==> src/rtl/bg_pixel_shifter.sv <==
// Background pixel FIFO and shifter: buffers fetched BG/window pixels, drops the
// fine-scroll pixels at line start, palette-maps the rest and emits one per dot.
package ppu_pkg;
  typedef struct packed {
    logic       valid;
    logic [1:0] color;
  } ppu_pixel_t;
endpackage

// state   | meaning
// IDLE    | waiting for the first line_start, no pops
// DISCARD | popping and dropping SCX[2:0] pixels, X frozen
// SHIFT   | each pop emits a pixel and advances X
// DONE    | LINE_W pixels emitted, pushes still accepted
module bg_pixel_shifter
  import ppu_pkg::*;
#(
  parameter int DEPTH  = 16,
  parameter int LINE_W = 160
) (
  input  logic                   i_clk,
  input  logic                   i_reset_n,
  input  logic                   i_dot_en,
  input  logic                   i_line_start,
  input  logic                   i_flush,
  input  logic                   i_pop_stall,
  input  logic [2:0]             i_scx_fine,
  input  logic [7:0]             i_bgp,
  input  logic                   i_bg_enable,
  input  logic                   i_push_en,
  input  ppu_pixel_t             i_push_px,
  output logic                   o_fifo_full,
  output logic                   o_fifo_empty,
  output logic [$clog2(DEPTH):0] o_count,
  output logic                   o_pix_valid,
  output logic [1:0]             o_pix_idx,
  output logic [1:0]             o_pix_shade,
  output logic [7:0]             o_pix_x,
  output logic                   o_line_done,
  output logic                   o_overflow
);
  localparam int AW = $clog2(DEPTH);
  localparam logic [AW:0] FULL_CNT = (AW+1)'(DEPTH);
  localparam logic [7:0]  LAST_X   = 8'(LINE_W - 1);

  typedef enum logic [1:0] {IDLE, DISCARD, SHIFT, DONE} state_t;

  state_t        r_state;
  ppu_pixel_t    r_mem [DEPTH];
  logic [AW-1:0] r_wr_ptr, r_rd_ptr;
  logic [AW:0]   r_count;
  logic [2:0]    r_disc_cnt;
  logic [7:0]    r_x;
  logic          r_pix_valid, r_line_done, r_overflow;
  logic [1:0]    r_pix_idx, r_pix_shade;
  logic [7:0]    r_pix_x;

  logic          w_clear, w_full, w_push, w_pop;
  ppu_pixel_t    w_head;
  logic [1:0]    w_idx, w_shade;

  // line_start and flush both empty the FIFO and swallow any same-cycle push or pop
  assign w_clear = i_line_start | i_flush;
  assign w_full  = (r_count == FULL_CNT);
  assign w_push  = i_push_en && !w_full && !w_clear;
  assign w_pop   = i_dot_en && !i_pop_stall && (r_count != '0) && !w_clear &&
                   ((r_state == DISCARD) || (r_state == SHIFT));
  assign w_head  = r_mem[r_rd_ptr];
  assign w_idx   = i_bg_enable ? w_head.color : 2'd0;

  always_comb begin
    w_shade = i_bgp[1:0];
    case (w_idx)
      2'd0: w_shade = i_bgp[1:0];
      2'd1: w_shade = i_bgp[3:2];
      2'd2: w_shade = i_bgp[5:4];
      2'd3: w_shade = i_bgp[7:6];
    endcase
  end

  always_ff @(posedge i_clk) begin
    if (w_push) r_mem[r_wr_ptr] <= i_push_px;
  end

  always_ff @(posedge i_clk) begin
    if (!i_reset_n) begin
      r_state     <= IDLE;
      r_wr_ptr    <= '0;
      r_rd_ptr    <= '0;
      r_count     <= '0;
      r_disc_cnt  <= '0;
      r_x         <= '0;
      r_pix_valid <= 1'b0;
      r_pix_idx   <= '0;
      r_pix_shade <= '0;
      r_pix_x     <= '0;
      r_line_done <= 1'b0;
      r_overflow  <= 1'b0;
    end else begin
      r_pix_valid <= 1'b0;
      r_line_done <= 1'b0;
      if (i_line_start) begin
        r_wr_ptr   <= '0;
        r_rd_ptr   <= '0;
        r_count    <= '0;
        r_x        <= '0;
        r_disc_cnt <= i_scx_fine;
        r_state    <= (i_scx_fine != 3'd0) ? DISCARD : SHIFT;
      end else if (i_flush) begin
        r_wr_ptr <= '0;
        r_rd_ptr <= '0;
        r_count  <= '0;
        if (r_state == DISCARD) r_state <= SHIFT;
      end else begin
        if (i_push_en && w_full) r_overflow <= 1'b1;
        if (w_push) r_wr_ptr <= r_wr_ptr + 1'b1;
        if (w_pop)  r_rd_ptr <= r_rd_ptr + 1'b1;
        case ({w_push, w_pop})
          2'b10:   r_count <= r_count + 1'b1;
          2'b01:   r_count <= r_count - 1'b1;
          default: r_count <= r_count;
        endcase
        if (w_pop && r_state == DISCARD) begin
          r_disc_cnt <= r_disc_cnt - 1'b1;
          if (r_disc_cnt == 3'd1) r_state <= SHIFT;
        end else if (w_pop && r_state == SHIFT) begin
          r_pix_valid <= w_head.valid;
          r_pix_idx   <= w_idx;
          r_pix_shade <= w_shade;
          r_pix_x     <= r_x;
          if (r_x == LAST_X) begin
            r_line_done <= 1'b1;
            r_state     <= DONE;
          end else begin
            r_x <= r_x + 8'd1;
          end
        end
      end
    end
  end

  assign o_fifo_full  = w_full;
  assign o_fifo_empty = (r_count == '0);
  assign o_count      = r_count;
  assign o_pix_valid  = r_pix_valid;
  assign o_pix_idx    = r_pix_idx;
  assign o_pix_shade  = r_pix_shade;
  assign o_pix_x      = r_pix_x;
  assign o_line_done  = r_line_done;
  assign o_overflow   = r_overflow;
endmodule

==> config.mk <==
export PLATFORM = sky130hd
export DESIGN_NAME = bg_pixel_shifter
export DESIGN_NICKNAME = d
export VERILOG_FILES = /design/src/rtl/bg_pixel_shifter.sv
export SDC_FILE = /design/constraint.sdc
export NUM_CORES = 1
export LEC_CHECK = 0
export ABC_AREA = 1
export ABC_CLOCK_PERIOD_IN_PS = 8200
export CAP_MARGIN = 10
export CORE_AREA = 4 4 125 127
export CTS_BUF_LIST = sky130_fd_sc_hd__clkbuf_4
export CTS_CLUSTER_DIAMETER = 80
export DETAILED_ROUTE_END_ITERATION = 7
export DIE_AREA = 0 0 129 131
export GPL_TIMING_DRIVEN = 1
export PLACE_DENSITY = 0.51
export SETUP_SLACK_MARGIN = 0.5
export SYNTH_ARGS = -nofsm -noshare
export SYNTH_HDL_FRONTEND = slang
export SYNTH_SLANG_ARGS = --single-unit
export TNS_END_PERCENT = 5
==> constraint.sdc <==
create_clock -name i_clk -period 8.2 [get_ports i_clk]
set_input_delay 2.46 -clock i_clk [delete_from_list [all_inputs] [get_ports i_clk]]
set_output_delay 2.46 -clock i_clk [all_outputs]
set_load 0.005 [all_outputs]
==> impl_metrics.csv <==
group,metric,value,unit
floorplan,dieArea,0.0169,sq mm
clocking,htreeDepth,3,
worst_setup_path,worst-path-max-fanout,7,
global_routing,grt_first_pass_wirelength,15.3,mm
clocking,worst_skew_pair.late_latency,0.45,ns
yosys,synth_warnings,0,
clocking,postCtsResizedCells,0,
global_routing,grt_ovf,0,
clocking,root_buffer,"sky130_fd_sc_hd__clkbuf_4",
min_path,hold_class,"register to register",
floorplan,floorplan.core_area,0.0144,sq mm
worst_setup_path,worst_r2r_path_depth,15,
power,pwr_density_cell,156,mW/mm^2
clocking,holdBufCountCts,0,
timing,report.final.setup_viol,0,
placed_design,place.detailed.hpwl,6.71,mm
floorplan,die_height,131,um
yosys,synth.net_count,506,
yosys,synthCells,471,
timing,finalWorstSetupSlack,3.36,ns
worst_setup_path,worst_r2r_startpoint,"o_count[1]",
worst_setup_path,timing.critical_path.depth,16,
floorplan,initial_utilization,0.295,
clocking,cts_sinks,93,
timing,timing.max_slew.rel_slack,0.540,
route,route.antenna.remaining_nets,0,
worst_setup_path,crit_arrival,5.21,ns
clocking,numCtsBuffers,9,
floorplan,floorplan.die.width,129,um
worst_setup_path,crit_chain,"clkdlybuf4s50_1 > inv_2 > nand2_4 > nor3_4 > nand2_2 > nor2_8 > ha_1 > xor2_1 > ha_1 > a21o_1 > nand2_1 > o21ai_0 > a21oi_1 > o21ai_0 > o21ai_0 > a21oi_1",
worst_setup_path,timing.critical_path.to_type,"register",
finish,fin_area,0.00499,sq mm
power,power_total,0.000782,W
global_routing,grt_start_max_net_pins,26,
clocking,clkSlewWorstSetupHoldPaths,0.13,ns
worst_setup_path,slowest_delay,0.54,ns
route,drt_pass1_iterations,4,
worst_setup_path,kind_of_start_point_of_the_critical_path,"input pin",
yosys,ys_seq_area_frac,0.550,
route,drcViolationCount,0,
yosys,ys_seq_elements,93,
placed_design,place_congestion,0.794,
worst_setup_path,path_common_cell,"sky130_fd_sc_hd__o21ai_0",
placed_design,port_buffers,43,
global_routing,grt_antenna_before_repair,1,
worst_setup_path,worstSetupPathType,"input pin to register",
worst_setup_path,cp.buffers_inverters,2,
worst_setup_path,crit_path_end,"o_count[4]",
finish,fillCellCount,1520,
route,wl_per_cell,13.3,um
placed_design,placed_cell_area,0.00485,sq mm
power,static-leakage-power,1.92,nW
placed_design,pre_cts_ws,2.94,ns
timing,worst-slew-pin-transition,0.688,ns
worst_setup_path,critPathLaunch,"i_line_start",
global_routing,global_route.usage.total,0.115,
floorplan,num_io_pins,44,
timing,fmaxAchievable,207,MHz
yosys,average_size_of_a_mapped_cell,9.04,sq um
worst_setup_path,worst-r2r-setup-slack,5.39,ns
clocking,cts_tree,"built",
worst_setup_path,critical_path.reg2reg.endpoint,"o_count[4]",
timing,fin_worst_skew,0.0354,ns
route,finalWirelength,9.40,mm
timing,report.final.hold_viol_count,0,
finish,flow.area_growth_from_synthesis,17.3,%
worst_setup_path,required,8.57,ns
clocking,post_cts.repair.setup_buffers,0,
job,drv_cap,0,
global_routing,number_of_global_route_vias_before_repair,3229,
yosys,synth_cell_types,42,
timing,finalMaxSlewViolations,0,
floorplan,fp-row-count,44,
route,detail_route.vias_per_cell,4.54,
timing,setup_repair_after_global_routing_missed_its_margin,"no",
yosys,cell_area_after_synthesis,0.00426,sq mm
timing,setup_tns,0,ns
timing,post-route-period-util,0.590,
timing,post_route_minimum_period,4.84,ns
power,ir_drop,0.0538,mV
worst_setup_path,cpLargestDelayFamily,"compound AO/OA/AOI/OAI gates",
route,drt_iter0_markers,130,
finish,num-nets-final,550,
clocking,cts_buffer_depth,2,
finish,drive_above_1_share,0.0692,
worst_setup_path,crit_path_top_delay_cell,"sky130_fd_sc_hd__clkdlybuf4s50_1",
route,detailroute.via_count,3220,
status,status,"complete, no violations",
layout by cell type (no fill, tap or decap), types with 2 or more instances in the layout:
cell type,netlist,final
sky130_fd_sc_hd__xnor2_1,2,2
sky130_fd_sc_hd__ha_1,13,13
sky130_fd_sc_hd__nor3_1,3,3
sky130_fd_sc_hd__o21ai_1,2,2
sky130_fd_sc_hd__nand2_2,3,3
sky130_fd_sc_hd__o21ai_0,40,40
sky130_fd_sc_hd__diode_2,0,5
sky130_fd_sc_hd__nand4_1,9,9
sky130_fd_sc_hd__inv_1,62,62
sky130_fd_sc_hd__o22ai_1,3,3
sky130_fd_sc_hd__xor2_1,4,4
sky130_fd_sc_hd__a21oi_1,37,37
sky130_fd_sc_hd__a21o_1,2,2
sky130_fd_sc_hd__o221ai_1,2,2
sky130_fd_sc_hd__clkdlybuf4s50_1,0,43
sky130_fd_sc_hd__nand2_1,83,83
sky130_fd_sc_hd__edfxtp_1,48,48
sky130_fd_sc_hd__nand2_4,2,2
sky130_fd_sc_hd__nand3_1,28,28
sky130_fd_sc_hd__inv_2,4,6
sky130_fd_sc_hd__dfxtp_1,45,45
sky130_fd_sc_hd__clkbuf_4,0,12
sky130_fd_sc_hd__nor2_1,51,51
sky130_fd_sc_hd__clkinv_1,1,2
cells by family after synthesis:
family	Yosys count	synth area share
AND/OR/NAND/NOR	188	0.204
flip-flops	93	0.550
AO/OA/AOI/OAI	92	0.118
buffers and inverters	79	0.0779
adder cells (fa/ha/maj)	13	0.0382
XOR/XNOR	6	0.0123
cells in the mapped netlist, drive strengths merged:
| library cell | number | area (sq um) |
|---|---|---|
| nand2 | 88 | 353 |
| inv | 67 | 254 |
| nor2 | 54 | 229 |
| edfxtp | 48 | 1440 |
| dfxtp | 45 | 901 |
| o21ai | 43 | 219 |
| a21oi | 38 | 194 |
| nand3 | 29 | 150 |
| ha | 13 | 163 |
| nand4 | 10 | 77.6 |
| buf | 9 | 66.3 |
| nor3 | 4 | 31.3 |
| xor2 | 4 | 35.0 |
| o22ai | 3 | 18.8 |
| a21o | 2 | 15.0 |
| clkbuf | 2 | 7.51 |
| nor4 | 2 | 18.8 |
| o221ai | 2 | 17.5 |
| xnor2 | 2 | 17.5 |
| a221oi | 1 | 8.76 |
| clkinv | 1 | 3.75 |
| nand3b | 1 | 7.51 |
| o211ai | 1 | 12.5 |
| o21a | 1 | 7.51 |
| o31ai | 1 | 7.51 |
area by class of cell:
class,instances,area [sq um],area share
well taps,184,230,0.0461
clock inverters,4,41.3,0.00827
inverters,68,258,0.0516
flip-flops and latches,93,2340,0.469
clock buffers,12,90.1,0.0180
multi-input cells,299,1580,0.317
diodes,5,12.5,0.00251
repair buffers,44,438,0.0877
metal layers:
metal,vias up,routed length [um],track usage
li1,1661,-,-
met5,-,0,0
met1,1498,4520,0.149
met3,8,324,0.0268
met4,0,87,0.0389
met2,53,4470,0.188
registers in the layout (all words and copies together), names as in the netlist, 2 cells and up, named ones only:
name,flops
o_count,5
r_wr_ptr,4
r_x,8
r_disc_cnt,3
r_state,2
o_pix_shade,2
r_rd_ptr,4
o_pix_x,8
o_pix_idx,2
r_mem,48
worst min path at each step:
stage                start       end  slack [ns]  cells after the start
3_5_place_dp        r_x[7]    r_x[7]        0.45                      2
5_1_grt             r_x[7]    r_x[7]        0.50                      2
6_report            r_x[7]    r_x[7]        0.47                      2
3_3_place_gp        r_x[7]    r_x[7]        0.45                      2
2_1_floorplan  r_rd_ptr[2]  register        0.43                      1
4_1_cts             r_x[7]    r_x[7]        0.47                      2
through the flow:
stage	utilization	std cells	hold slack (ns)
6_report	0.346	709	0.469
2_1_floorplan	-	471	0.434
5_1_grt	0.346	709	0.501
3_5_place_dp	0.336	688	0.453
4_1_cts	0.345	704	0.472
3_3_place_gp	0.336	688	0.454
worst min-delay path: cells and delay by family, from the launching register on:
family,cells,cell delay (ns)
flops,1,0.33
compound gates,1,0.05
simple gates,1,0.06
where the power goes:
| part | total, W | switching, W | internal [W] | leakage, nW |
|---|---|---|---|---|
| Clock | 0.000246 | 0.000145 | 0.000101 | 0.0794 |
| Combinational | 0.0000425 | 0.0000248 | 0.0000177 | 1.05 |
| Sequential | 0.000493 | 0.00000158 | 0.000491 | 0.796 |
| Total | 0.000782 | 0.000171 | 0.000610 | 1.92 |
No activity file was read; power rests on OpenSTA's default activity.
